$ cat src/rtl/autoconfig_responder.sv
// Zorro II AutoConfig responder offering 2MB FastRAM blocks and driving the DRAM bank enables.
// Optional FALLBACK_8M_EN: offer one 8MB block first and fall back to 2MB blocks on shutup.
`timescale 1ns/1ps
module autoconfig_responder #(
  parameter logic [15:0] MFG_ID     = 16'h07DB,
  parameter logic [7:0]  PROD_ID    = 8'd69,
  parameter logic [15:0] SERIAL     = 16'd421,
  parameter int          NUM_BLOCKS = 4
) (
  input  logic        CLK,
  input  logic        RESETn,
  input  logic        ASn,
  input  logic        UDSn,
  input  logic        RWn,
  input  logic        CFGINn,
  input  logic [23:1] ADDR,
  input  logic [3:0]  DBUS_IN,
  output logic [3:0]  DBUS_OUT,
  output logic        DBUS_OE,
  output logic        CFGOUTn,
  output logic [7:0]  BANK_EN,
  output logic        CONFIGURED
);

  typedef enum logic [1:0] {WAIT, OFFER, DONE, SHUTUP} state_t;

`ifdef FALLBACK_8M_EN
  localparam logic [2:0] LAST_BLK = 3'(NUM_BLOCKS);
`else
  localparam logic [2:0] LAST_BLK = 3'(NUM_BLOCKS - 1);
`endif

  state_t      state, state_nx;
  logic [2:0]  blk, blk_nx;
  logic [7:0]  bank_en, bank_nx;
  logic        configured, cfg_nx;
  logic        cfgin_r, cfgout_n;
  logic [3:0]  dbus_out, rd_nibble;
  logic [2:0]  as_s, uds_s;
  logic [1:0]  cfgin_s;
  logic        as_rise, wr_strobe, window;
  logic [7:0]  reg_idx;
  logic        unused_addr;

  assign unused_addr = ^ADDR[15:9];
  assign reg_idx     = ADDR[8:1];

  // Index 1 is the synchronised level, index 2 the previous one for edge detection.
  always_ff @(posedge CLK or negedge RESETn) begin
    if (!RESETn) begin
      as_s    <= 3'b111;
      uds_s   <= 3'b111;
      cfgin_s <= 2'b11;
    end else begin
      as_s    <= {as_s[1:0], ASn};
      uds_s   <= {uds_s[1:0], UDSn};
      cfgin_s <= {cfgin_s[0], CFGINn};
    end
  end

  assign as_rise   = as_s[1] & ~as_s[2];
  assign wr_strobe = ~uds_s[1] & uds_s[2] & ~as_s[1] & ~RWn;
  assign window    = (ADDR[23:16] == 8'hE8) && !cfgin_r &&
                     (state == WAIT || state == OFFER);

  always_comb begin
    rd_nibble = 4'hF;
    case (reg_idx)
      8'h00: rd_nibble = 4'hE;
`ifdef FALLBACK_8M_EN
      8'h01: rd_nibble = (blk == 3'd0) ? 4'h0 : 4'h6;
`else
      8'h01: rd_nibble = 4'h6;
`endif
      8'h02: rd_nibble = ~PROD_ID[7:4];
      8'h03: rd_nibble = ~PROD_ID[3:0];
      8'h04: rd_nibble = ~4'h8;
      8'h05: rd_nibble = ~4'h0;
      8'h08: rd_nibble = ~MFG_ID[15:12];
      8'h09: rd_nibble = ~MFG_ID[11:8];
      8'h0A: rd_nibble = ~MFG_ID[7:4];
      8'h0B: rd_nibble = ~MFG_ID[3:0];
      8'h0C: rd_nibble = ~SERIAL[15:12];
      8'h0D: rd_nibble = ~SERIAL[11:8];
      8'h0E: rd_nibble = ~SERIAL[7:4];
      8'h0F: rd_nibble = ~SERIAL[3:0];
      8'h20, 8'h21: rd_nibble = 4'h0;
      default: rd_nibble = 4'hF;
    endcase
  end

  // Offer sequencing: a base write always consumes the current offer, valid nibble or not.
  always_comb begin
    state_nx = state;
    blk_nx   = blk;
    bank_nx  = bank_en;
    cfg_nx   = configured;
    if (state == WAIT && !cfgin_r)
      state_nx = OFFER;
    if (wr_strobe && window) begin
      if (reg_idx == 8'h24) begin
`ifdef FALLBACK_8M_EN
        if (blk == 3'd0) begin
          if (DBUS_IN == 4'h2) begin
            bank_nx = 8'hFF;
            cfg_nx  = 1'b1;
          end
          state_nx = DONE;
        end else begin
`endif
          case (DBUS_IN)
            4'h2: begin bank_nx[1:0] = 2'b11; cfg_nx = 1'b1; end
            4'h4: begin bank_nx[3:2] = 2'b11; cfg_nx = 1'b1; end
            4'h6: begin bank_nx[5:4] = 2'b11; cfg_nx = 1'b1; end
            4'h8: begin bank_nx[7:6] = 2'b11; cfg_nx = 1'b1; end
            default: ;
          endcase
          if (blk < LAST_BLK) begin
            blk_nx   = blk + 3'd1;
            state_nx = OFFER;
          end else begin
            state_nx = DONE;
          end
`ifdef FALLBACK_8M_EN
        end
`endif
      end else if (reg_idx == 8'h26) begin
`ifdef FALLBACK_8M_EN
        if (blk == 3'd0) begin
          blk_nx   = 3'd1;
          state_nx = OFFER;
        end else begin
          state_nx = SHUTUP;
        end
`else
        state_nx = SHUTUP;
`endif
      end
    end
  end

  // CFGOUTn and the sampled CFGINn only move at the end of a bus cycle.
  always_ff @(posedge CLK or negedge RESETn) begin
    if (!RESETn) begin
      state      <= WAIT;
      blk        <= 3'd0;
      bank_en    <= 8'h00;
      configured <= 1'b0;
      cfgin_r    <= 1'b1;
      cfgout_n   <= 1'b1;
      dbus_out   <= 4'hF;
    end else begin
      state      <= state_nx;
      blk        <= blk_nx;
      bank_en    <= bank_nx;
      configured <= cfg_nx;
      if (as_rise) begin
        cfgin_r  <= cfgin_s[1];
        cfgout_n <= !(state == DONE || state == SHUTUP);
      end
      if (window && RWn)
        dbus_out <= rd_nibble;
    end
  end

  assign DBUS_OUT   = dbus_out;
  assign DBUS_OE    = RESETn & window & RWn & ~ASn & ~UDSn;
  assign CFGOUTn    = cfgout_n;
  assign BANK_EN    = bank_en;
  assign CONFIGURED = configured;

endmodule

$ cat config.mk
export PLATFORM = sky130hd
export DESIGN_NAME = autoconfig_responder
export DESIGN_NICKNAME = d
export VERILOG_FILES = /design/src/rtl/autoconfig_responder.sv
export SDC_FILE = /design/constraint.sdc
export NUM_CORES = 1
export LEC_CHECK = 0
export CAP_MARGIN = 20
export CORE_AREA = 3 3 55 57
export DETAILED_ROUTE_END_ITERATION = 8
export DIE_AREA = 0 0 58 60
export GPL_TIMING_DRIVEN = 0
export PLACE_DENSITY_LB_ADDON = 0.15
export SLEW_MARGIN = 30
export SYNTH_ARGS = -nofsm -noshare
export SYNTH_HDL_FRONTEND = slang
export SYNTH_SLANG_ARGS = --single-unit
export TNS_END_PERCENT = 5
$ cat constraint.sdc
create_clock -name CLK -period 4.85 [get_ports CLK]
set_input_delay 0.7275 -clock CLK [delete_from_list [all_inputs] [get_ports CLK]]
set_output_delay 0.7275 -clock CLK [all_outputs]
set_load 0.01 [all_outputs]
== Word-level counts from Yosys, hierarchy flattened ==
Memories as Yosys holds them, arrays and structs flattened.
Index checks and enable logic that the tools add are counted.

* Register bits after elaboration: 24
* ROM bits: 256
* Word-level logic and storage cells: 64
* Input port bits: 33
* Memories: 1

{| class="wikitable"
|+ Memory list
! memory !! depth !! width !! read ports !! clocked after Yosys merged registers in !! write ports !! line !! source
|-
| (name not given) || 64 || 4 || 1 || 0 || 0 || 68 || <nowiki>case (reg_idx)</nowiki>
|}

* $add $sub $neg: 1
* Multiplexer cells: 6
* Equality and inequality tests: 10
* Magnitude comparators: 1
* Bitwise logic cells: 14
* Reductions and logical operators: 18

{| class="wikitable"
|+ Operators by type and width
! operator !! count
|-
| AND reduction 3 bit || 6
|-
| == test 8 x 6 -> 1 bit (second input constant) || 2
|-
| two-way mux 2 bit || 5
|-
| bitwise AND 1 bit || 8
|-
| == test 4 x 3 -> 1 bit (second input constant) || 2
|-
| == test 8 bit (second input constant) || 1
|-
| NOT 1 bit || 6
|-
| logical AND 1 bit || 5
|-
| == test 2 bit (second input constant) || 2
|-
| == test 4 x 2 -> 1 bit (second input constant) || 1
|-
| == test 4 bit (second input constant) || 1
|-
| zero test 2 bit || 2
|-
| two-way mux 4 bit || 1
|-
| OR reduction 4 bit || 1
|-
| adder 3 x 1 -> 3 bit (second input constant) || 1
|-
| < comparator 3 x 2 -> 1 bit (second input constant) || 1
|-
| == test 2 x 1 -> 1 bit (second input constant) || 1
|-
| zero test 1 bit || 2
|-
| logical OR 1 bit || 2
|}

== Longest topological paths before layout ==
Gate-level depths: netlist of the first run.

* Depth in word-level cells: 7
* Mapped depth: 6

== Least setup slack after synthesis of the first run ==
Ideal clock, no wire load.

* Kind: input to output
* Start: in ADDR[16] (netlist name)
* End: out DBUS_OE
* Slack: 2.074 ns
* Required time: 4.123 ns
* Data arrival time: 2.049 ns
* Stages on the path: 3
* Buffers on the path: 0
* Cells stage by stage: or4b_1 nor4_1 and3_1

* Longest elaborated chain between the ends: 7

{| class="wikitable"
|+ RTL lines
! item !! line !! source
|-
| start, declared || 16 || <nowiki>input logic [23:1] ADDR,</nowiki>
|-
| == test 8 bit || 63 || <nowiki>assign window = (ADDR[23:16] == 8'hE8) && !cfgin_r &&</nowiki>
|-
| logical AND 1 bit (2 in series) || 63 ||
|-
| bitwise AND 1 bit (4 in series) || 167 || <nowiki>assign DBUS_OE = RESETn & window & RWn & ~ASn & ~UDSn;</nowiki>
|-
| end, declared || 19 || <nowiki>output logic DBUS_OE,</nowiki>
|}

No other way between the ends.

== Worst setup path in the final report of the first run ==
Same ends and word-level chain as after synthesis.

==> results.txt, run 1 <==
----------------------------------------------------
[Setup path]
  Most used cell along the critical path ... sky130_fd_sc_hd__clkdlybuf4s50_1
  Cell count of the worst reg-to-reg path ... 4
  Largest driver fanout on the critical path ... 6
  CP max-delay cell ... sky130_fd_sc_hd__or4b_1
  WP depth ... 5
  Capturing point of the worst reg2reg path ... blk[1]
  Critical R2R Launch ... state[1]
  Worst EP required ... 4.12 ns
  Reg2reg setup slack ... 2.84 ns
  List of cells traversed by the critical path ... clkdlybuf4s50_1, or4b_1, nor4_2, and3_1, clkdlybuf4s50_1
  Buffers and inverters on the worst path ... 2
  Critical path type ... primary input to output pin
  Worst Path Arrival ... 2.95 ns
  CP Launch Type ... primary input
  Cell class contributing the biggest share of worst-path delay ... simple AND/OR/NAND/NOR gates
  Type of destination of the critical path ... output pin
  Worst setup path start ... ADDR[16]
  Destination of the critical timing path ... DBUS_OE
  Slowest Stage Delay on Critical Path ... 0.58 ns

[Floorplan]
  Die area ... 3480 sq um
  Chip Height ... 60 um
  Initial standard-cell utilization of the core ... 0.456
  Number of top-level design ports ... 48
  Number of placement rows ... 18
  Horizontal die dimension ... 58 um
  Core footprint ... 2520 sq um

[Timing]
  Setup TNS after final layout ... 0 ns
  Finish-stage setup viols ... 0
  Final-report hold violation count ... 0
  Worst Clk Skew ... 0.00313 ns
  Minimum clock period ... 3.68 ns
  Tightest Pin Transition ... 0.582 ns
  Number of slew-limit violations in the final report ... 0
  Unrepaired setup endpoints after global routing ... no
  Share of the cycle needed by the critical path after routing ... 0.758
  Achievable frequency ... 272 MHz
  Remaining max-slew budget at the tightest pin ... 0.608

[Run]
  Max-cap violation count ... 0

[Route]
  Number of iterations in the first detailed-routing pass ... 4
  Detailed-route vias per instance ... 5.40
  Mean routed wirelength per cell ... 14.6 um
  Residual DRC count ... 0
  Iter 0 DRT Violations ... 24
  Routed wire length ... 2.50 mm
  Count of antenna-violating nets left after detailed routing ... 0
  Total number of vias ... 923

[Yosys]
  Share of the yosys chip area belonging to registers ... 0.515
  Flip-flop and latch count after synthesis ... 23
  Synth unique cells ... 35
  Synthesized instance count ... 98
  Post-synthesis area per instance ... 11.7 sq um
  Mapped Nets ... 137
  Post-synthesis instance area ... 1150 sq um
  YS warnings ... 0

[CTS]
  Clock tree sinks ... 23
  Number of levels the H-tree was split into ... 1
  Resize count post-CTS ... 0
  Number of setup buffers added after CTS ... 0
  Clock buffers created by TritonCTS ... 3
  Worst-Skew Late Latency ... 0.32 ns
  Clock Root Buffer ... sky130_fd_sc_hd__clkbuf_4
  Clock input transition at the sequential cells of the worst setup and hold paths ... 0.13 ns
  TritonCTS clock tree ... built
  Count of hold buffers inserted by post-cts repair ... 0
  Clock tree buffer depth ... 2

[Global route]
  Vias in the first global route ... 918
  Residual overflow from global routing ... 0
  Largest net degree at the start of global routing ... 25
  First-pass GRT wire length ... 4.11 mm
  Tot GR Track Use ... 0.160
  Antenna violations before repair ... 0

[Final layout]
  Util after Layout ... 0.637
  Fraction of layout cells with a size suffix above 1 ... 0.270
  Total of fill cells in the finished design ... 224
  Antenna Cells ... 0
  Post-route standard cell area excluding fillers ... 1610 sq um
  Layout Area Growth over Synthesis ... 39.7%
  Most used cells in the layout excluding fill and tap cells ... 38 x sky130_fd_sc_hd__clkdlybuf4s50_1, 14 x sky130_fd_sc_hd__dfstp_2, 9 x sky130_fd_sc_hd__dfrtp_1
  Commonest non-fill, non-tap cell in the layout ... sky130_fd_sc_hd__clkdlybuf4s50_1
  Final-stage net count ... 181

[Run status]
  Result of the run ... completed

[Place]
  Area of placed instances ... 1570 sq um
  Last weighted congestion value of the routability-driven placer ... 0.782
  Port Buffer Count ... 39
  Placed wire-length estimate ... 1.98 mm

[Power and ir drop]
  Power per Cell Area ... 223 nW/um^2
  Leak Pwr ... 0.741 nW
  Post-layout total power ... 0.359 mW
  VDD IR-drop max ... 206 uV

[Min path]
  Hold WC Path Type ... primary input to asynchronous set/reset pin

----------------------------------------------------
-- final cells by class --
type                            count  area [sq um]  area share
Clock buffer                        3          22.5      0.0140
Inverter                            6          22.5      0.0140
Multi-Input combinational cell     64           508       0.316
Clock inverter                      1          5.00     0.00311
Sequential cell                    23           593       0.369
Buffer                              5          33.8      0.0210
Timing Repair Buffer               39           385       0.240
Tap cell                           30          37.5      0.0233
-- cell families (layout without fill, tap and decap cells) --
logic type                 count (synthesis)  count (layout)  share of synthesized area
AOI/OAI and AO/OA                         20              20                      0.138
muxes                                      5               5                     0.0457
and+or+nand+nor                           31              31                      0.172
buffers and inverters                     11              54                     0.0489
adders and majority gates                  6               6                     0.0652
DFF                                       23              23                      0.515
xor gates and xnor gates                   2               2                     0.0152
-- report_power, final --
group | internal (mW) | switching [mW] | total, mW
registers | 0.205 | 0.00354 | 0.209
clock network | 0.0309 | 0.0589 | 0.0898
logic | 0.0338 | 0.0269 | 0.0607
total | 0.270 | 0.0893 | 0.359
-- state kept, by name, summed over array words and instances, names as in the netlist --
register / cells
BANK_EN: 4
DBUS_OUT: 4
as_s: 3
cfgin_r: 1
cfgin_s: 2
CFGOUTn: 1
CONFIGURED: 1
state: 1
blk: 3
uds_s: 3
-- Yosys cell counts (all sizes together) --
master	instances	area, sq um
nand3	2	10.0
a31o	3	26.3
nor4b	1	8.76
nor2	8	30.0
o22a	4	38.8
buf	4	30.0
xnor2	1	8.76
dfstp	14	368
a21oi	4	20.0
a21o	2	16.3
a211oi	1	7.51
inv	6	22.5
or2	2	12.5
o41ai	1	8.76
nor3	2	10.0
ha	6	75.1
xor2	1	8.76
o21ai	1	5.00
o31ai	1	7.51
or3	1	11.3
and3	1	6.26
mux2	2	22.5
nand4b	1	8.76
nor4	3	48.8
a41o	2	20.0
or4b	1	10.0
clkbuf	1	3.75
nand2b	3	18.8
nand2	6	22.5
a221oi	1	8.76
mux2i	3	30.0
dfrtp	9	225
-- metal layers --
metal  track usage  wire [um]
met2         0.263       1230
met4        0.0861         56
met3        0.0367        156
met5             0          0
met1         0.196       1060
-- how the worst min path moves through the flow --
stage | to | from | slack (ns) | depth (start not counted)
after detailed placement | as_s[1] | as_s[0] | 0.35 | 0
after CTS | BANK_EN[2] | RESETn | 0.36 | 1
final | CONFIGURED | RESETn | 0.36 | 1
after floorplan | as_s[1] | as_s[0] | 0.35 | 0
after global routing | cfgin_s[1] | cfgin_s[0] | 0.37 | 0
after global placement | uds_s[1] | uds_s[0] | 0.35 | 0
-- through the flow --
step           hold WS, ns  cells  setup WS (ns)
6_report             0.356    171           1.17
3_3_place_gp         0.346    167          0.972
4_1_cts              0.365    171          0.906
5_1_grt              0.374    171           1.02
2_1_floorplan        0.345     98           2.07
3_5_place_dp         0.349    167          0.935
(Power assumes the default switching activity.)
==> run 2, diff against run 1 <==
--- a/config.mk
+++ b/config.mk
@@ -6,9 +6,9 @@
 export NUM_CORES = 1
 export LEC_CHECK = 0
 export CAP_MARGIN = 20
-export CORE_AREA = 3 3 55 57
+export CORE_AREA = 3 3 57 59
 export DETAILED_ROUTE_END_ITERATION = 8
-export DIE_AREA = 0 0 58 60
+export DIE_AREA = 0 0 60 62
 export GPL_TIMING_DRIVEN = 0
 export PLACE_DENSITY_LB_ADDON = 0.15
 export SLEW_MARGIN = 30
==> constraint.sdc (replaced) <==
create_clock -name CLK -period 3.8 [get_ports CLK]
set_input_delay 0.57 -clock CLK [delete_from_list [all_inputs] [get_ports CLK]]
set_output_delay 0.57 -clock CLK [all_outputs]
set_load 0.01 [all_outputs]
==> run 2 against run 1 <==
Effect of this change:
- utilization fell by 5.4 points
- sequential cell count did not move
- die area rose by 6.9%
- highest routed layer unchanged
- largest cell class unchanged
- largest power group unchanged
- combinational power rose by 25%
==> results.txt, run 2 (same netlist as run 1, synthesis figures left out) <==
----------------------------------------------------
[Global route]
  Vias in the first global route ... 822 (-10%)
  Residual overflow from global routing ... 0 (unchanged)
  Tot GR Track Use ... 0.135 (-0.0256)
  First-pass GRT wire length ... 3.64 mm (-12%)
  Largest net degree at the start of global routing ... 25 (unchanged)
  Antenna violations before repair ... 0 (unchanged)

[Final layout]
  Total of fill cells in the finished design ... 249 (+11%)
  Layout Area Growth over Synthesis ... 39.7% (unchanged)
  Commonest non-fill, non-tap cell in the layout ... sky130_fd_sc_hd__clkdlybuf4s50_1
  Fraction of layout cells with a size suffix above 1 ... 0.262 (-0.00709)
  Antenna Cells ... 0 (unchanged)
  Final-stage net count ... 181 (unchanged)
  Most used cells in the layout excluding fill and tap cells ... 38 x sky130_fd_sc_hd__clkdlybuf4s50_1, 14 x sky130_fd_sc_hd__dfstp_2, 9 x sky130_fd_sc_hd__dfrtp_1
  Number of cells in the finished layout apart from fillers ... 172 (+0.58%)
  Register cell area after layout ... 593 sq um (unchanged)
  Area of combinational cells with multiple inputs ... 508 sq um (unchanged)

[Setup path]
  Buffers and inverters on the worst path ... 2 (unchanged)
  Most used cell along the critical path ... sky130_fd_sc_hd__clkdlybuf4s50_1
  Destination of the critical timing path ... DBUS_OE
  CP Launch Type ... primary input
  Slowest Stage Delay on Critical Path ... 0.56 ns (-0.02 ns)
  WP depth ... 5 (unchanged)
  Reg2reg setup slack ... 1.83 ns (-1.01 ns)
  Worst setup path start ... ADDR[16]
  Critical path type ... primary input to output pin
  Critical R2R Launch ... state[1]
  Worst Path Arrival ... 2.81 ns (-0.14 ns)
  Largest driver fanout on the critical path ... 6 (unchanged)
  Worst EP required ... 3.23 ns (-0.89 ns)
  Cell count of the worst reg-to-reg path ... 4 (unchanged)
  List of cells traversed by the critical path ... clkdlybuf4s50_1, or4b_1, nor4_2, and3_1, clkdlybuf4s50_1
  Cell class contributing the biggest share of worst-path delay ... simple AND/OR/NAND/NOR gates
  Type of destination of the critical path ... output pin
  CP max-delay cell ... sky130_fd_sc_hd__or4b_1
  Capturing point of the worst reg2reg path ... blk[1]

[Place]
  Port Buffer Count ... 39 (unchanged)
  Placed wire-length estimate ... 1.84 mm (-6.7%)
  Last weighted congestion value of the routability-driven placer ... 0.783 (about the same)
  Number of cells after detailed placement ... 168 (+0.60%)

[Route]
  Total number of vias ... 883 (-4.3%)
  Number of iterations in the first detailed-routing pass ... 4 (unchanged)
  Routed wire length ... 2.36 mm (-5.8%)
  Iter 0 DRT Violations ... 16 (-33%)
  Detailed-route vias per instance ... 5.13 (-4.9%)
  Mean routed wirelength per cell ... 13.7 um (-6.3%)
  Count of antenna-violating nets left after detailed routing ... 0 (unchanged)
  Residual DRC count ... 0 (unchanged)

[Timing]
  Share of the cycle needed by the critical path after routing ... 0.890
  Minimum clock period ... 3.38 ns
  Finish-stage setup viols ... 0 (unchanged)
  Setup TNS after final layout ... 0 ns (unchanged)
  Final-report hold violation count ... 0 (unchanged)
  Worst Clk Skew ... 0.00387 ns (+0.000739 ns)
  Number of slew-limit violations in the final report ... 0 (unchanged)
  Tightest Pin Transition ... 0.642 ns (+0.0599 ns)
  Unrepaired setup endpoints after global routing ... no
  Remaining max-slew budget at the tightest pin ... 0.568 (-0.0403)
  Achievable frequency ... 296 MHz

[Power and ir drop]
  Part of the power in the clock network ... 0.240 (-0.010)
  Switching pwr ... 0.104 mW (+17%)
  VDD IR-drop max ... 248 uV (+20%)
  Fraction of power consumed by sequential logic ... 0.592 (+0.011)
  Internal cell power ... 0.346 mW (+28%)
  Comb power frac ... 0.168 (about the same)
  Switching portion of total power ... 0.231 (-0.0173)
  Power per Cell Area ... 280 nW/um^2 (+25%)
  Leak Pwr ... 0.738 nW (-0.37%)

[CTS]
  Number of setup buffers added after CTS ... 0 (unchanged)
  Count of hold buffers inserted by post-cts repair ... 0 (unchanged)
  Worst-Skew Late Latency ... 0.30 ns (-0.02 ns)
  Clock buffers created by TritonCTS ... 3 (unchanged)
  TritonCTS clock tree ... built
  Clock Root Buffer ... sky130_fd_sc_hd__clkbuf_4
  Clock input transition at the sequential cells of the worst setup and hold paths ... 0.12 ns (about the same)
  Number of levels the H-tree was split into ... 1 (unchanged)
  Clock tree buffer depth ... 2 (unchanged)
  Clock tree sinks ... 23 (unchanged)
  Resize count post-CTS ... 0 (unchanged)

[Floorplan]
  Core footprint ... 2760 sq um (+9.3%)
  Die area ... 3720 sq um (+6.9%)
  Number of placement rows ... 19 (+1)
  Number of top-level design ports ... 48 (unchanged)
  Initial standard-cell utilization of the core ... 0.417 (-0.0389)
  Chip Height ... 62 um (+3.3%)
  Horizontal die dimension ... 60 um (+3.4%)

[Run status]
  Result of the run ... completed

[Min path]
  Hold WC Path Type ... primary input to asynchronous set/reset pin

[Run]
  Max-cap violation count ... 0 (unchanged)

----------------------------------------------------
run 2: cell count changes in the layout (fill, tap and decap cells not counted), sizes merged:
cell,change
clkbuf,+1
clkinv,-1
run 2: area by class of cell:
type,instances,area share
plain buffers,5,0.0210
clock buffers,4,0.0163
inverters,6,0.0140
multi-input cells,64,0.316
flip-flops and latches,23,0.369
well taps,31,0.0241
repair buffers,39,0.240
run 2: how the worst min path moves through the flow:
stage                           from          to  slack, ns  cells past startpoint
after global routing          RESETn  BANK_EN[6]       0.22                      1
after global placement    cfgin_s[0]  cfgin_s[1]       0.35                      0
after CTS                     RESETn  BANK_EN[2]       0.22                      1
after floorplan               RESETn  BANK_EN[0]       0.27                      0
after detailed placement  cfgin_s[0]  cfgin_s[1]       0.35                      0
final                         RESETn  BANK_EN[2]       0.21                      1
run 2: layer usage:
| metal | track usage | vias to the layer above | wire [um] |
|---|---|---|---|
| met1 | 0.165 | 423 | 1010 |
| met5 | 0 | - | 0 |
| met3 | 0.0579 | 2 | 195 |
| li1 | - | 434 | - |
| met2 | 0.218 | 24 | 1140 |
| met4 | 0.0380 | 0 | 18 |
run 2: through the flow:
step	setup WS, ns	total power, mW	cell area [sq um]	utilization	hold WS [ns]
final	0.417	0.450	1610	0.583	0.215
after global routing	0.326	0.476	1610	0.583	0.221
after CTS	0.121	0.457	1600	0.581	0.222
after detailed placement	0.118	0.346	1580	0.571	0.347
after global placement	0.149	0.345	1580	0.573	0.349
after floorplan	1.34	0.299	1150	-	0.274
run 2: power by group through the flow:
stage	Clock, mW	Combinational, mW	Sequential [mW]
detailed placement	0	0.0755	0.270
global placement	0	0.0746	0.270
CTS	0.114	0.0761	0.267
floorplan	0	0.0276	0.271
global route	0.125	0.0825	0.268
finish	0.108	0.0756	0.266
==> run 3, diff against run 2 <==
--- a/config.mk
+++ b/config.mk
@@ -9,6 +9,7 @@
 export CORE_AREA = 3 3 57 59
 export DETAILED_ROUTE_END_ITERATION = 8
 export DIE_AREA = 0 0 60 62
+export GPL_ROUTABILITY_DRIVEN = 0
 export GPL_TIMING_DRIVEN = 0
 export PLACE_DENSITY_LB_ADDON = 0.15
 export SLEW_MARGIN = 30
==> results of run 3 <==
Same layout as run 2: the final DEF is identical, and so are final timing and power.
